$ cat src/rtl/fb_fill_master_if.sv
// Wishbone write-only link between the fill master and the framebuffer slave.
//   O_wb_adr  byte address (pixel_index << 2)
//   O_wb_dat  write data (RGB332)
//   O_wb_we   write enable
//   O_wb_stb  strobe
//   O_wb_cyc  cycle
//   I_wb_ack  slave acknowledge
interface fb_fill_master_if #(
  parameter int unsigned ADR_W = 17
);
  logic [ADR_W-1:0] O_wb_adr;
  logic [7:0]       O_wb_dat;
  logic             O_wb_we;
  logic             O_wb_stb;
  logic             O_wb_cyc;
  logic             I_wb_ack;

  modport master (
    output O_wb_adr, O_wb_dat, O_wb_we, O_wb_stb, O_wb_cyc,
    input  I_wb_ack
  );

  modport slave (
    input  O_wb_adr, O_wb_dat, O_wb_we, O_wb_stb, O_wb_cyc,
    output I_wb_ack
  );
endinterface

$ cat src/rtl/fb_fill_master.sv
// Wishbone master filling a clipped rectangle of the framebuffer with one colour,
// one single-beat write per pixel.
//   I_wb_clk, I_wb_rst       clock, asynchronous active-high reset
//   I_start                  command strobe (accepted only in IDLE)
//   I_x0/I_y0/I_w/I_h        rectangle origin and size
//   I_color                  fill value
//   O_busy/O_done/O_err      status: in progress, completion pulse, sticky timeout
//   O_pix_count              acked writes in current/last command
//   wb                       Wishbone master port
module fb_fill_master #(
  parameter int unsigned FB_WIDTH  = 160,
  parameter int unsigned FB_HEIGHT = 120,
  parameter int unsigned ADR_W     = 17,
  parameter int unsigned TIMEOUT   = 255
) (
  input  logic        I_wb_clk,
  input  logic        I_wb_rst,
  input  logic        I_start,
  input  logic [7:0]  I_x0,
  input  logic [6:0]  I_y0,
  input  logic [7:0]  I_w,
  input  logic [6:0]  I_h,
  input  logic [7:0]  I_color,
  output logic        O_busy,
  output logic        O_done,
  output logic        O_err,
  output logic [14:0] O_pix_count,
  fb_fill_master_if.master wb
);

  localparam int unsigned PIX_W  = 15;
  localparam int unsigned TCNT_W = $clog2(TIMEOUT + 1);

  typedef enum logic [2:0] {S_IDLE, S_SETUP, S_WRITE, S_NEXT, S_DONE} state_t;

  state_t             r_state, w_state_nxt;
  logic [7:0]         r_x0, w_x0_nxt;
  logic [6:0]         r_y0, w_y0_nxt;
  logic [7:0]         r_w, w_w_nxt;
  logic [6:0]         r_h, w_h_nxt;
  logic [7:0]         r_color, w_color_nxt;
  logic [8:0]         r_x_end, w_x_end_nxt;
  logic [7:0]         r_y_end, w_y_end_nxt;
  logic [7:0]         r_x, w_x_nxt;
  logic [6:0]         r_y, w_y_nxt;
  logic [PIX_W-1:0]   r_row_base, w_row_base_nxt;
  logic [TCNT_W-1:0]  r_tcnt, w_tcnt_nxt;
  logic [ADR_W-1:0]   r_adr, w_adr_nxt;
  logic               r_stb, w_stb_nxt;
  logic               r_busy, w_busy_nxt;
  logic               r_done, w_done_nxt;
  logic               r_err, w_err_nxt;
  logic [PIX_W-1:0]   r_pix_count, w_pix_count_nxt;

  // Clipping: sums are one bit wider than the operands so they cannot wrap
  logic [8:0] w_x_sum;
  logic [7:0] w_y_sum;
  logic       w_empty;
  logic       w_x_last;
  logic       w_y_last;

  assign w_x_sum  = 9'(r_x0) + 9'(r_w);
  assign w_y_sum  = 8'(r_y0) + 8'(r_h);
  assign w_empty  = (9'(r_x0) >= 9'(FB_WIDTH)) || (8'(r_y0) >= 8'(FB_HEIGHT)) ||
                    (r_w == 8'd0) || (r_h == 7'd0);
  assign w_x_last = (9'(r_x) + 9'd1) == r_x_end;
  assign w_y_last = (8'(r_y) + 8'd1) == r_y_end;

  // State and datapath registers
  always_ff @(posedge I_wb_clk or posedge I_wb_rst) begin
    if (I_wb_rst) begin
      r_state     <= S_IDLE;
      r_x0        <= '0;
      r_y0        <= '0;
      r_w         <= '0;
      r_h         <= '0;
      r_color     <= '0;
      r_x_end     <= '0;
      r_y_end     <= '0;
      r_x         <= '0;
      r_y         <= '0;
      r_row_base  <= '0;
      r_tcnt      <= '0;
      r_adr       <= '0;
      r_stb       <= 1'b0;
      r_busy      <= 1'b0;
      r_done      <= 1'b0;
      r_err       <= 1'b0;
      r_pix_count <= '0;
    end else begin
      r_state     <= w_state_nxt;
      r_x0        <= w_x0_nxt;
      r_y0        <= w_y0_nxt;
      r_w         <= w_w_nxt;
      r_h         <= w_h_nxt;
      r_color     <= w_color_nxt;
      r_x_end     <= w_x_end_nxt;
      r_y_end     <= w_y_end_nxt;
      r_x         <= w_x_nxt;
      r_y         <= w_y_nxt;
      r_row_base  <= w_row_base_nxt;
      r_tcnt      <= w_tcnt_nxt;
      r_adr       <= w_adr_nxt;
      r_stb       <= w_stb_nxt;
      r_busy      <= w_busy_nxt;
      r_done      <= w_done_nxt;
      r_err       <= w_err_nxt;
      r_pix_count <= w_pix_count_nxt;
    end
  end

  // Next-state and next-output logic
  always_comb begin
    w_state_nxt     = r_state;
    w_x0_nxt        = r_x0;
    w_y0_nxt        = r_y0;
    w_w_nxt         = r_w;
    w_h_nxt         = r_h;
    w_color_nxt     = r_color;
    w_x_end_nxt     = r_x_end;
    w_y_end_nxt     = r_y_end;
    w_x_nxt         = r_x;
    w_y_nxt         = r_y;
    w_row_base_nxt  = r_row_base;
    w_tcnt_nxt      = r_tcnt;
    w_adr_nxt       = r_adr;
    w_stb_nxt       = 1'b0;
    w_busy_nxt      = 1'b0;
    w_done_nxt      = 1'b0;
    w_err_nxt       = r_err;
    w_pix_count_nxt = r_pix_count;

    case (r_state)
      S_IDLE: begin
        if (I_start) begin
          w_x0_nxt        = I_x0;
          w_y0_nxt        = I_y0;
          w_w_nxt         = I_w;
          w_h_nxt         = I_h;
          w_color_nxt     = I_color;
          w_err_nxt       = 1'b0;
          w_pix_count_nxt = '0;
          w_busy_nxt      = 1'b1;
          w_state_nxt     = S_SETUP;
        end
      end
      S_SETUP: begin
        w_x_end_nxt = (w_x_sum > 9'(FB_WIDTH))  ? 9'(FB_WIDTH)  : w_x_sum;
        w_y_end_nxt = (w_y_sum > 8'(FB_HEIGHT)) ? 8'(FB_HEIGHT) : w_y_sum;
        if (w_empty) begin
          w_state_nxt = S_DONE;
        end else begin
          w_x_nxt        = r_x0;
          w_y_nxt        = r_y0;
          // Constant multiply; reduces to shift-add in synthesis
          w_row_base_nxt = PIX_W'(r_y0) * PIX_W'(FB_WIDTH);
          w_busy_nxt     = 1'b1;
          w_stb_nxt      = 1'b1;
          w_tcnt_nxt     = '0;
          w_state_nxt    = S_WRITE;
        end
      end
      S_WRITE: begin
        w_busy_nxt = 1'b1;
        if (wb.I_wb_ack) begin
          w_pix_count_nxt = r_pix_count + PIX_W'(1);
          if (w_x_last && w_y_last) begin
            w_busy_nxt  = 1'b0;
            w_done_nxt  = 1'b1;
            w_state_nxt = S_DONE;
          end else begin
            w_state_nxt = S_NEXT;
          end
        end else if (r_tcnt == TCNT_W'(TIMEOUT - 1)) begin
          w_busy_nxt  = 1'b0;
          w_err_nxt   = 1'b1;
          w_done_nxt  = 1'b1;
          w_state_nxt = S_DONE;
        end else begin
          w_tcnt_nxt = r_tcnt + TCNT_W'(1);
          w_stb_nxt  = 1'b1;
        end
      end
      S_NEXT: begin
        // Strobe-low gap absorbs the duplicate ack of the registered slave
        if (w_x_last) begin
          w_x_nxt        = r_x0;
          w_y_nxt        = r_y + 7'd1;
          w_row_base_nxt = r_row_base + PIX_W'(FB_WIDTH);
        end else begin
          w_x_nxt = r_x + 8'd1;
        end
        w_busy_nxt  = 1'b1;
        w_stb_nxt   = 1'b1;
        w_tcnt_nxt  = '0;
        w_state_nxt = S_WRITE;
      end
      S_DONE: begin
        // Empty commands arrive without the pulse and spend one extra cycle here
        if (r_done) begin
          w_state_nxt = S_IDLE;
        end else begin
          w_done_nxt = 1'b1;
        end
      end
      default: w_state_nxt = S_IDLE;
    endcase

    // Address is loaded once per beat and held while the strobe is high
    if ((w_state_nxt == S_WRITE) && (r_state != S_WRITE)) begin
      w_adr_nxt = ADR_W'({w_row_base_nxt + PIX_W'(w_x_nxt), 2'b00});
    end
  end

  assign O_busy       = r_busy;
  assign O_done       = r_done;
  assign O_err        = r_err;
  assign O_pix_count  = r_pix_count;
  assign wb.O_wb_adr  = r_adr;
  assign wb.O_wb_dat  = r_color;
  assign wb.O_wb_we   = r_stb;
  assign wb.O_wb_stb  = r_stb;
  assign wb.O_wb_cyc  = r_stb;

endmodule

$ cat src/flat_wrapper.sv
// flat-port wrapper written by rule: the top's interface ports become plain ports
module fb_fill_master_flat 
#(
  parameter int unsigned FB_WIDTH  = 160,
  parameter int unsigned FB_HEIGHT = 120,
  parameter int unsigned ADR_W     = 17,
  parameter int unsigned TIMEOUT   = 255
)
  (I_wb_clk, I_wb_rst, I_start, I_x0, I_y0, I_w, I_h, I_color, O_busy, O_done, O_err, O_pix_count, wb_O_wb_adr, wb_O_wb_dat, wb_O_wb_we, wb_O_wb_stb, wb_O_wb_cyc, wb_I_wb_ack);
  fb_fill_master_if #(.ADR_W(ADR_W)) wb_i ();
  input  logic I_wb_clk;
  input  logic I_wb_rst;
  input  logic I_start;
  input  logic [7:0] I_x0;
  input  logic [6:0] I_y0;
  input  logic [7:0] I_w;
  input  logic [6:0] I_h;
  input  logic [7:0] I_color;
  output logic O_busy;
  output logic O_done;
  output logic O_err;
  output logic [14:0] O_pix_count;
  output wire logic [$bits(wb_i.O_wb_adr)-1:0] wb_O_wb_adr;
  output wire logic [$bits(wb_i.O_wb_dat)-1:0] wb_O_wb_dat;
  output wire logic [$bits(wb_i.O_wb_we)-1:0] wb_O_wb_we;
  output wire logic [$bits(wb_i.O_wb_stb)-1:0] wb_O_wb_stb;
  output wire logic [$bits(wb_i.O_wb_cyc)-1:0] wb_O_wb_cyc;
  input wire logic [$bits(wb_i.I_wb_ack)-1:0] wb_I_wb_ack;
  assign wb_O_wb_adr = wb_i.O_wb_adr;
  assign wb_O_wb_dat = wb_i.O_wb_dat;
  assign wb_O_wb_we = wb_i.O_wb_we;
  assign wb_O_wb_stb = wb_i.O_wb_stb;
  assign wb_O_wb_cyc = wb_i.O_wb_cyc;
  assign wb_i.I_wb_ack = wb_I_wb_ack;
  fb_fill_master #(.FB_WIDTH(FB_WIDTH), .FB_HEIGHT(FB_HEIGHT), .ADR_W(ADR_W), .TIMEOUT(TIMEOUT)) u_core (.I_wb_clk(I_wb_clk), .I_wb_rst(I_wb_rst), .I_start(I_start), .I_x0(I_x0), .I_y0(I_y0), .I_w(I_w), .I_h(I_h), .I_color(I_color), .O_busy(O_busy), .O_done(O_done), .O_err(O_err), .O_pix_count(O_pix_count), .wb(wb_i));
endmodule
$ cat config.mk
export PLATFORM = sky130hd
export DESIGN_NAME = fb_fill_master_flat
export DESIGN_NICKNAME = d
export VERILOG_FILES = /design/src/rtl/fb_fill_master_if.sv /design/src/rtl/fb_fill_master.sv /design/src/flat_wrapper.sv
export SDC_FILE = /design/constraint.sdc
export NUM_CORES = 1
export LEC_CHECK = 0
export ABC_AREA = 1
export BUFFER_PORTS_ARGS = -buffer_cell sky130_fd_sc_hd__buf_2
export CORE_ASPECT_RATIO = 1.1
export CORE_MARGIN = 4
export CORE_UTILIZATION = 59
export CTS_CLUSTER_SIZE = 12
export DETAILED_ROUTE_END_ITERATION = 6
export PLACE_DENSITY = 0.81
export SYNTH_ARGS = -nofsm -noshare
export SYNTH_HDL_FRONTEND = slang
export SYNTH_SLANG_ARGS = --single-unit
$ cat constraint.sdc
create_clock -name I_wb_clk -period 5.15 [get_ports I_wb_clk]
set_clock_uncertainty 0.1 [all_clocks]
set_input_delay 0.7725 -clock I_wb_clk [delete_from_list [all_inputs] [get_ports I_wb_clk]]
set_output_delay 0.7725 -clock I_wb_clk [all_outputs]
set_load 0.03 [all_outputs]
==> results of run 1 <==
==> final cells by class <==
class / count / area share, %
sequential: 130 / 36.9
inverter: 122 / 5.22
multi-input combinational: 699 / 43.3
clock buffer: 19 / 5.02
clock inverter: 13 / 1.83
tap: 157 / 2.23
timing repair buffer: 94 / 5.59
==> power by group <==
group / internal (W) / switching [W] / total, W
clock: 0.000772 / 0.000454 / 0.00123
sequential: 0.00140 / 0.000372 / 0.00178
combinational: 0.00105 / 0.00205 / 0.00310
==> metrics by stage <==
step / cells / instance area (µm²) / utilization (%) / total power (W) / hold slack (ps)
2_1_floorplan: 979 / 7670 / - / 0.00405 / 334
3_3_place_gp: 1202 / 8220 / 65.0 / 0.00476 / 356
3_5_place_dp: 1202 / 8220 / 65.0 / 0.00483 / 357
4_1_cts: 1234 / 8820 / 69.8 / 0.00610 / 377
5_1_grt: 1234 / 8820 / 69.8 / 0.00663 / 398
6_report: 1234 / 8820 / 69.8 / 0.00610 / 376
==> metal layers <==
metal	track usage [%]	part of all wire (%)	vias up
li1	-	-	3362
met1	36.7	43	3194
met2	43.6	47	245
met3	6.68	7.0	35
met4	9.11	2.3	0
met5	0	0	-
==> cell usage after synthesis (all sizes together) <==
cell type  number
nand2         298
dfrtp         130
inv           122
nand3          73
o21ai          64
nor2           58
a21oi          45
ha             39
xor2           24
clkbuf         15
nand4          15
nor3           15
buf            13
xnor2          12
o211ai          9
a31oi           5
a22oi           4
fa              4
nor4            4
o221ai          4
o22ai           4
a21o            3
and3            3
o21bai          3
a221oi          2
nand3b          2
o21a            2
o31ai           2
a211oi          1
a221o           1
conb            1
or2             1
==> cells in the final DEF (no fill, tap or decap), drive strengths merged, types with 15 or more instances in the layout <==
cell and count:
a21oi 45, dfrtp 130, nor2 58, clkbuf 19, ha 39, xor2 24
nand4 15, buf 94, inv 122, o21ai 64, nand2 298, nor3 15
nand3 73
==> worst min-delay path by stage <==
stage                                            from                                 to
global placement    u_core.wb.O_wb_dat[4]$_DFFE_PP0P_  u_core.wb.O_wb_dat[4]$_DFFE_PP0P_
floorplan              u_core.r_row_base[0]$_DFF_PP0_     u_core.r_row_base[0]$_DFF_PP0_
global route        u_core.wb.O_wb_adr[3]$_DFFE_PP0P_  u_core.wb.O_wb_adr[3]$_DFFE_PP0P_
CTS                 u_core.wb.O_wb_dat[2]$_DFFE_PP0P_  u_core.wb.O_wb_dat[2]$_DFFE_PP0P_
finish              u_core.wb.O_wb_dat[4]$_DFFE_PP0P_  u_core.wb.O_wb_dat[4]$_DFFE_PP0P_
detailed placement     u_core.r_row_base[2]$_DFF_PP0_     u_core.r_row_base[2]$_DFF_PP0_
==> cells by family after synthesis <==
logic type / synth area share (%)
AO/OA/AOI/OAI: 11.0
XOR/XNOR: 4.11
adder cells (fa/ha/maj): 7.41
buffers and inverters: 7.77
flip-flops: 42.5
other: 0.0489
AND/OR/NAND/NOR: 27.2
==> state kept, by name, indices dropped and copies added, names as in the netlist <==
name and flops:
u_core.r_y 7, u_core.r_state 3, u_core.O_err 1, u_core.r_row_base 15
u_core.wb.O_wb_cyc 1, u_core.r_x_end 9, u_core.O_pix_count 15, u_core.r_h 7
u_core.r_x0 8, u_core.r_y_end 8, u_core.r_y0 7, u_core.O_busy 1
u_core.r_tcnt 8, u_core.O_done 1, u_core.wb.O_wb_adr 15, u_core.r_x 8
u_core.r_w 8, u_core.wb.O_wb_dat 8
==> critical path: cells and delay by family, from the launching register on <==
family / cells / cell delay, ps
DFF: 1 / 480
buffers and inverters: 1 / 60
adders and majority gates: 3 / 910
AOI/OAI and AO/OA: 8 / 1200
and+or+nand+nor: 17 / 1650
==> run_results.csv, run 1 <==
group,metric,value,unit
synthesis,syn-cell-area,7660,µm²
clock_network,cts_tree,"yes",
global_route,overflow,0,
timing,fmax,222,MHz
detailed_routing,wl_per_cell,15.3,µm
final_layout,fin_nets,1149,
timing,rsz0062_at_grt,"false",
synthesis,ys_seq_area_share,42.5,%
clock_network,clock_path_buffers,2,
worst_setup_path,slowest_delay,480,ps
worst_setup_path,critical_path.reg2reg.startpoint,"u_core.r_x[0]$_DFF_PP0_",
global_route,grt_first_pass_wirelength,32200,µm
detailed_routing,drc,0,
clock_network,cts_resized,0,
timing,worstMarginPinSlew,1020,ps
clock_network,cts_buffers,17,
worst_setup_path,worstSetupStartpointType,"register",
hold_path,holdPathStages,2,
timing,min_period_over_period,87.6,%
final_layout,drive_gt1_share,14.9,%
global_route,grt_max_degree,68,
synthesis,syn_inst,978,
worst_setup_path,r2r_cells,29,
power_and_ir_drop,power_density,691,nW/µm²
global_route,first_global_vias,6592,
floorplanning,dieArea,14900,µm²
floorplanning,ioPinCount,88,
detailed_routing,avgViaCountPerCell,5.54,
worst_setup_path,cpMaxStageDelayCell,"dfrtp_1",
global_route,grt_usage,27.3,%
synthesis,yosys_warnings,0,
floorplanning,die_x,117,µm
timing,report.final.hold_viol_count,0,
timing,worst_slack,636,ps
clock_network,clock_latency,420,ps
floorplanning,core_area,12600,µm²
power_and_ir_drop,p_leak,4.73,nW
final_layout,antenna_cells,0,
timing,fin_setup_tns,0,ps
clock_network,holdBufCountCts,0,
synthesis,synth.distinct_cells,45,
place,dpl_worst_slack,723,ps
worst_setup_path,crit_start,"u_core.r_x[0]$_DFF_PP0_",
detailed_routing,drt_first_pass_iters,6,
worst_setup_path,crit_required,5360,ps
final_layout,fill_cells,980,
detailed_routing,wl,18900,µm
floorplanning,chipHeight,128,µm
synthesis,yosysTopAreaCell,"dfrtp_1",
worst_setup_path,r2r-end,"u_core.wb.O_wb_adr[16]$_DFFE_PP0P_",
clock_network,post_cts_buffers,0,
worst_setup_path,cp-end-kind,"register",
synthesis,ys_top_cells_by_area,"dfrtp_1 (42%), nand2_1 (14%), ha_1 (6.4%)",
power_and_ir_drop,peakVddDrop,0.000377,V
clock_network,clock_sinks,130,
worst_setup_path,crit_top_cell,"nand2_1",
hold_path,hp-class,"register to register",
flow_run,max_cap_violations,0,
timing,setup_viol,0,
floorplanning,initial_core_util,60.6,%
worst_setup_path,path_class,"register to register",
worst_setup_path,cp-endpoint,"u_core.wb.O_wb_adr[16]$_DFFE_PP0P_",
clock_network,cts-htree-levels,4,
worst_setup_path,worst-r2r-setup-slack,640,ps
place,numPortBuffers,85,
detailed_routing,drt_iter0_markers,462,
final_layout,multiInputGateArea,3820,µm²
global_route,antenna_found_initial,0,
status,status,"completed",
timing,slew_violations,0,
detailed_routing,ant_nets,0,
place,gp_congestion,0.946,
timing,max-slew-margin-rel,31.5,%
place,dp_hpwl,13900,µm
worst_setup_path,cp_max_fo,21,
clock_network,cts.clk_slew.worst_paths,60,ps
floorplanning,row_count,43,
final_layout,area_growth,15.2,%
clock_network,ctsRootBufferMaster,"clkbuf_16",
synthesis,synth_top_area_share,42.5,%
worst_setup_path,cp.arrival,4720,ps
final_layout,regArea,3250,µm²
synthesis,syn_area_per_cell,7.83,µm²
synthesis,ys_seq_elements,130,
detailed_routing,vias,6836,
timing,min_period,4510,ps
Power figures use the tool's default switching activity.
==> inputs of run 2 (changes only) <==
--- a/config.mk
+++ b/config.mk
@@ -5,7 +5,6 @@
 export SDC_FILE = /design/constraint.sdc
 export NUM_CORES = 1
 export LEC_CHECK = 0
-export ABC_AREA = 1
 export BUFFER_PORTS_ARGS = -buffer_cell sky130_fd_sc_hd__buf_2
 export CORE_ASPECT_RATIO = 1.1
 export CORE_MARGIN = 4
==> run 2 against run 1 <==
  * Global-route usage fell by 1.3 points
  * Sequential share of layout area fell by 0.20 points
  * Highest routed layer unchanged
  * Synthesized cell count fell by 14%
  * Synthesized area fell by 0.44%
  * Clock power rose by 9%
  * Clock-buffer cell count fell by 1
  * Hold slack got worse by 9.9 ps
  * Non-clock buffer count rose by 7
  * First-iteration DRC count rose by 4.8%
  * Critical path type unchanged
  * Power rose by 2.9%
==> run_results.csv, run 2 <==
group,metric,value,unit
synthesis,ys_seq_area_share,42.6,%
power_and_ir_drop,clkPwrFrac,21.4,%
timing,fmax,208,MHz
clock_network,cts_tree,"yes",
clock_network,ctsRootBufferMaster,"clkbuf_16",
power_and_ir_drop,switchingPower,0.00280,W
worst_setup_path,cp-end-kind,"register",
worst_setup_path,worstSetupStartpointType,"register",
timing,slew_violations,0,
global_route,overflow,0,
detailed_routing,drt_iter0_markers,484,
synthesis,ys_seq_elements,130,
global_route,grt_max_degree,67,
global_route,grt_usage,26.1,%
synthesis,yosysTopAreaCell,"dfrtp_1",
power_and_ir_drop,p_comb_share,49.8,%
timing,min_period,4810,ps
timing,worstMarginPinSlew,829,ps
final_layout,final_common_cell,"nand2_1",
power_and_ir_drop,p_int,0.00347,W
synthesis,synth.distinct_cells,77,
floorplanning,initial_core_util,60.3,%
clock_network,clock_path_buffers,2,
hold_path,hp-class,"register to register",
worst_setup_path,cp.arrival,5050,ps
floorplanning,ioPinCount,88,
detailed_routing,drt-met1-wl,8110,µm
detailed_routing,wl_met2,8310,µm
detailed_routing,vias,6403,
final_layout,drive_gt1_share,16.7,%
final_layout,final_cell_mix,"nand2_1 (182), dfrtp_1 (130), buf_2 (85), o21ai_0 (48), nor2_1 (48)",
clock_network,cts_buffers,17,
power_and_ir_drop,switching_share,44.7,%
timing,worst_slack,336,ps
synthesis,syn-cell-area,7630,µm²
hold_path,holdPathStages,2,
final_layout,antenna_cells,0,
synthesis,synth_flop_cell,"dfrtp_1",
detailed_routing,wl_met3,1220,µm
synthesis,synth_edf_count,0,
place,dp_hpwl,12800,µm
clock_network,cts-htree-levels,4,
status,status,"completed",
global_route,antenna_found_initial,0,
place,numPortBuffers,85,
synthesis,syn_inst,844,
timing,rsz0062_at_grt,"false",
power_and_ir_drop,pwr-share-seq,28.8,%
floorplanning,row_count,43,
place,gp_congestion,0.901,
worst_setup_path,path_class,"register to register",
timing,fin_setup_tns,0,ps
synthesis,synth_common_cells,"nand2_1 (182), dfrtp_1 (130), nor2_1 (49)",
worst_setup_path,cp_max_fo,9,
power_and_ir_drop,power_density,708,nW/µm²
detailed_routing,wl,18100,µm
place,dpl_worst_slack,197,ps
clock_network,clock_latency,430,ps
detailed_routing,top_layer,"met4",
clock_network,cts.clk_slew.worst_paths,60,ps
final_layout,fill_cells,945,
floorplanning,core_area,12600,µm²
global_route,grt_first_pass_wirelength,30600,µm
synthesis,async_flop_share,100,%
floorplanning,die_x,116,µm
floorplanning,chipHeight,127,µm
global_route,first_global_vias,6301,
synthesis,yosys_warnings,0,
synthesis,syn_area_per_cell,9.04,µm²
detailed_routing,ant_nets,0,
detailed_routing,drc,0,
detailed_routing,avgViaCountPerCell,5.84,
detailed_routing,drt_first_pass_iters,5,
timing,report.final.hold_viol_count,0,
synthesis,post-synth-top-count-cell,"nand2_1",
synthesis,synth_top_area_share,42.6,%
clock_network,clock_sinks,130,
synthesis,ys_top_cells_by_area,"dfrtp_1 (43%), nand2_1 (9.0%), ha_1 (6.4%)",
flow_run,max_cap_violations,0,
worst_setup_path,r2r_cells,16,
timing,setup_viol,0,
final_layout,area_growth,16.3,%
timing,max-slew-margin-rel,44.4,%
power_and_ir_drop,p_leak,4.29,nW
floorplanning,dieArea,14800,µm²
detailed_routing,wl_per_cell,16.5,µm
final_layout,fin_nets,1012,
power_and_ir_drop,peakVddDrop,0.000367,V
timing,min_period_over_period,93.5,%
worst_setup_path,crit_required,5390,ps
run 2: cell count changes in the layout (fill, tap and decap cells not counted), moves of 11 or more:
cell	previous run	this run
nand2_1	284	182
o21ai_0	60	48
nand2_2	12	0
xnor2_1	12	30
or3_1	0	11
inv_1	120	39
nor2b_1	0	12
nand3_1	70	28
run 2: layout make-up:
cell class	count	area (µm²)	share of cell area [%]
multi-input cells	637	4070	45.9
clock inverters	14	226	2.55
repair buffers	101	546	6.15
well taps	157	196	2.21
clock buffers	18	429	4.84
flip-flops and latches	130	3250	36.7
inverters	40	153	1.72
run 2: power by group through the flow:
stage          registers, W  clock network (W)  logic [W]
2_1_floorplan       0.00184                  0    0.00227
3_3_place_gp        0.00179                  0    0.00300
3_5_place_dp        0.00180                  0    0.00307
4_1_cts             0.00180            0.00136    0.00312
5_1_grt             0.00186            0.00141    0.00349
6_report            0.00181            0.00134    0.00313
run 2: critical path, cell delays in order (launching register included):
cell and delay, ps:
dfrtp_1 390, or4_1 550, nor4_1 520, nor4_1 180, nor2_2 410, nor2_1 100, o22a_1 230, ha_1 240
fa_1 410, a21o_1 190, a21oi_1 220, o21bai_1 90, a21oi_1 210, o21ai_0 240, and2_1 240, and4_1 200
o31ai_2 200
run 2: what timing repair did:
| item | CTS | global route |
|---|---|---|
| gates resized for setup | 0 | 3 |
| setup endpoints to repair | 0 | 6 |
| hold buffers | 0 | 0 |
| buffers inserted | 0 | 1 |
run 2: logic make-up (layout without fill, tap and decap cells):
group           Yosys count  count (layout)  share of synthesized area, %
buf+inv                  78             173                          4.31
simple gates            358             358                          22.5
xor+xnor                 51              51                          6.31
other cells               1               2                        0.0492
compound gates          180             180                          16.3
mux                       3               3                         0.410
fa+ha+maj                43              43                          7.45
flops                   130             130                          42.6
run 2: metrics by stage:
step                utilization (%)  total power, W  hold WS, ps  area [µm²]  cells
floorplan                         -         0.00412          350        7630    845
CTS                            70.0         0.00627          373        8850   1096
detailed placement             64.8         0.00488          358        8200   1064
finish                         70.2         0.00628          366        8870   1097
global route                   70.2         0.00676          391        8870   1097
global placement               64.8         0.00479          354        8200   1064
run 2: final timing paths:
path | startpoint | end | slack, ps
min in group asynchronous | I_wb_rst | u_core.wb.O_wb_dat[7]$_DFFE_PP0P_ | 400
hold / removal | u_core.wb.O_wb_adr[3]$_DFFE_PP0P_ | u_core.wb.O_wb_adr[3]$_DFFE_PP0P_ | 370
max in group asynchronous | I_wb_rst | u_core.r_tcnt[4]$_DFFE_PP0P_ | 3480
hold reg to reg | u_core.wb.O_wb_adr[3]$_DFFE_PP0P_ | u_core.wb.O_wb_adr[3]$_DFFE_PP0P_ | 370
setup / recovery | u_core.r_h[2]$_DFFE_PP0P_ | u_core.wb.O_wb_adr[16]$_DFFE_PP0P_ | 340
setup reg to reg | u_core.r_h[2]$_DFFE_PP0P_ | u_core.wb.O_wb_adr[16]$_DFFE_PP0P_ | 340
run 2: routing by layer:
metal / up-vias / track usage [%]
li1: 3115 / -
met1: 3021 / 35.8
met2: 234 / 39.7
met3: 33 / 7.01
met4: 0 / 9.76
met5: - / 0
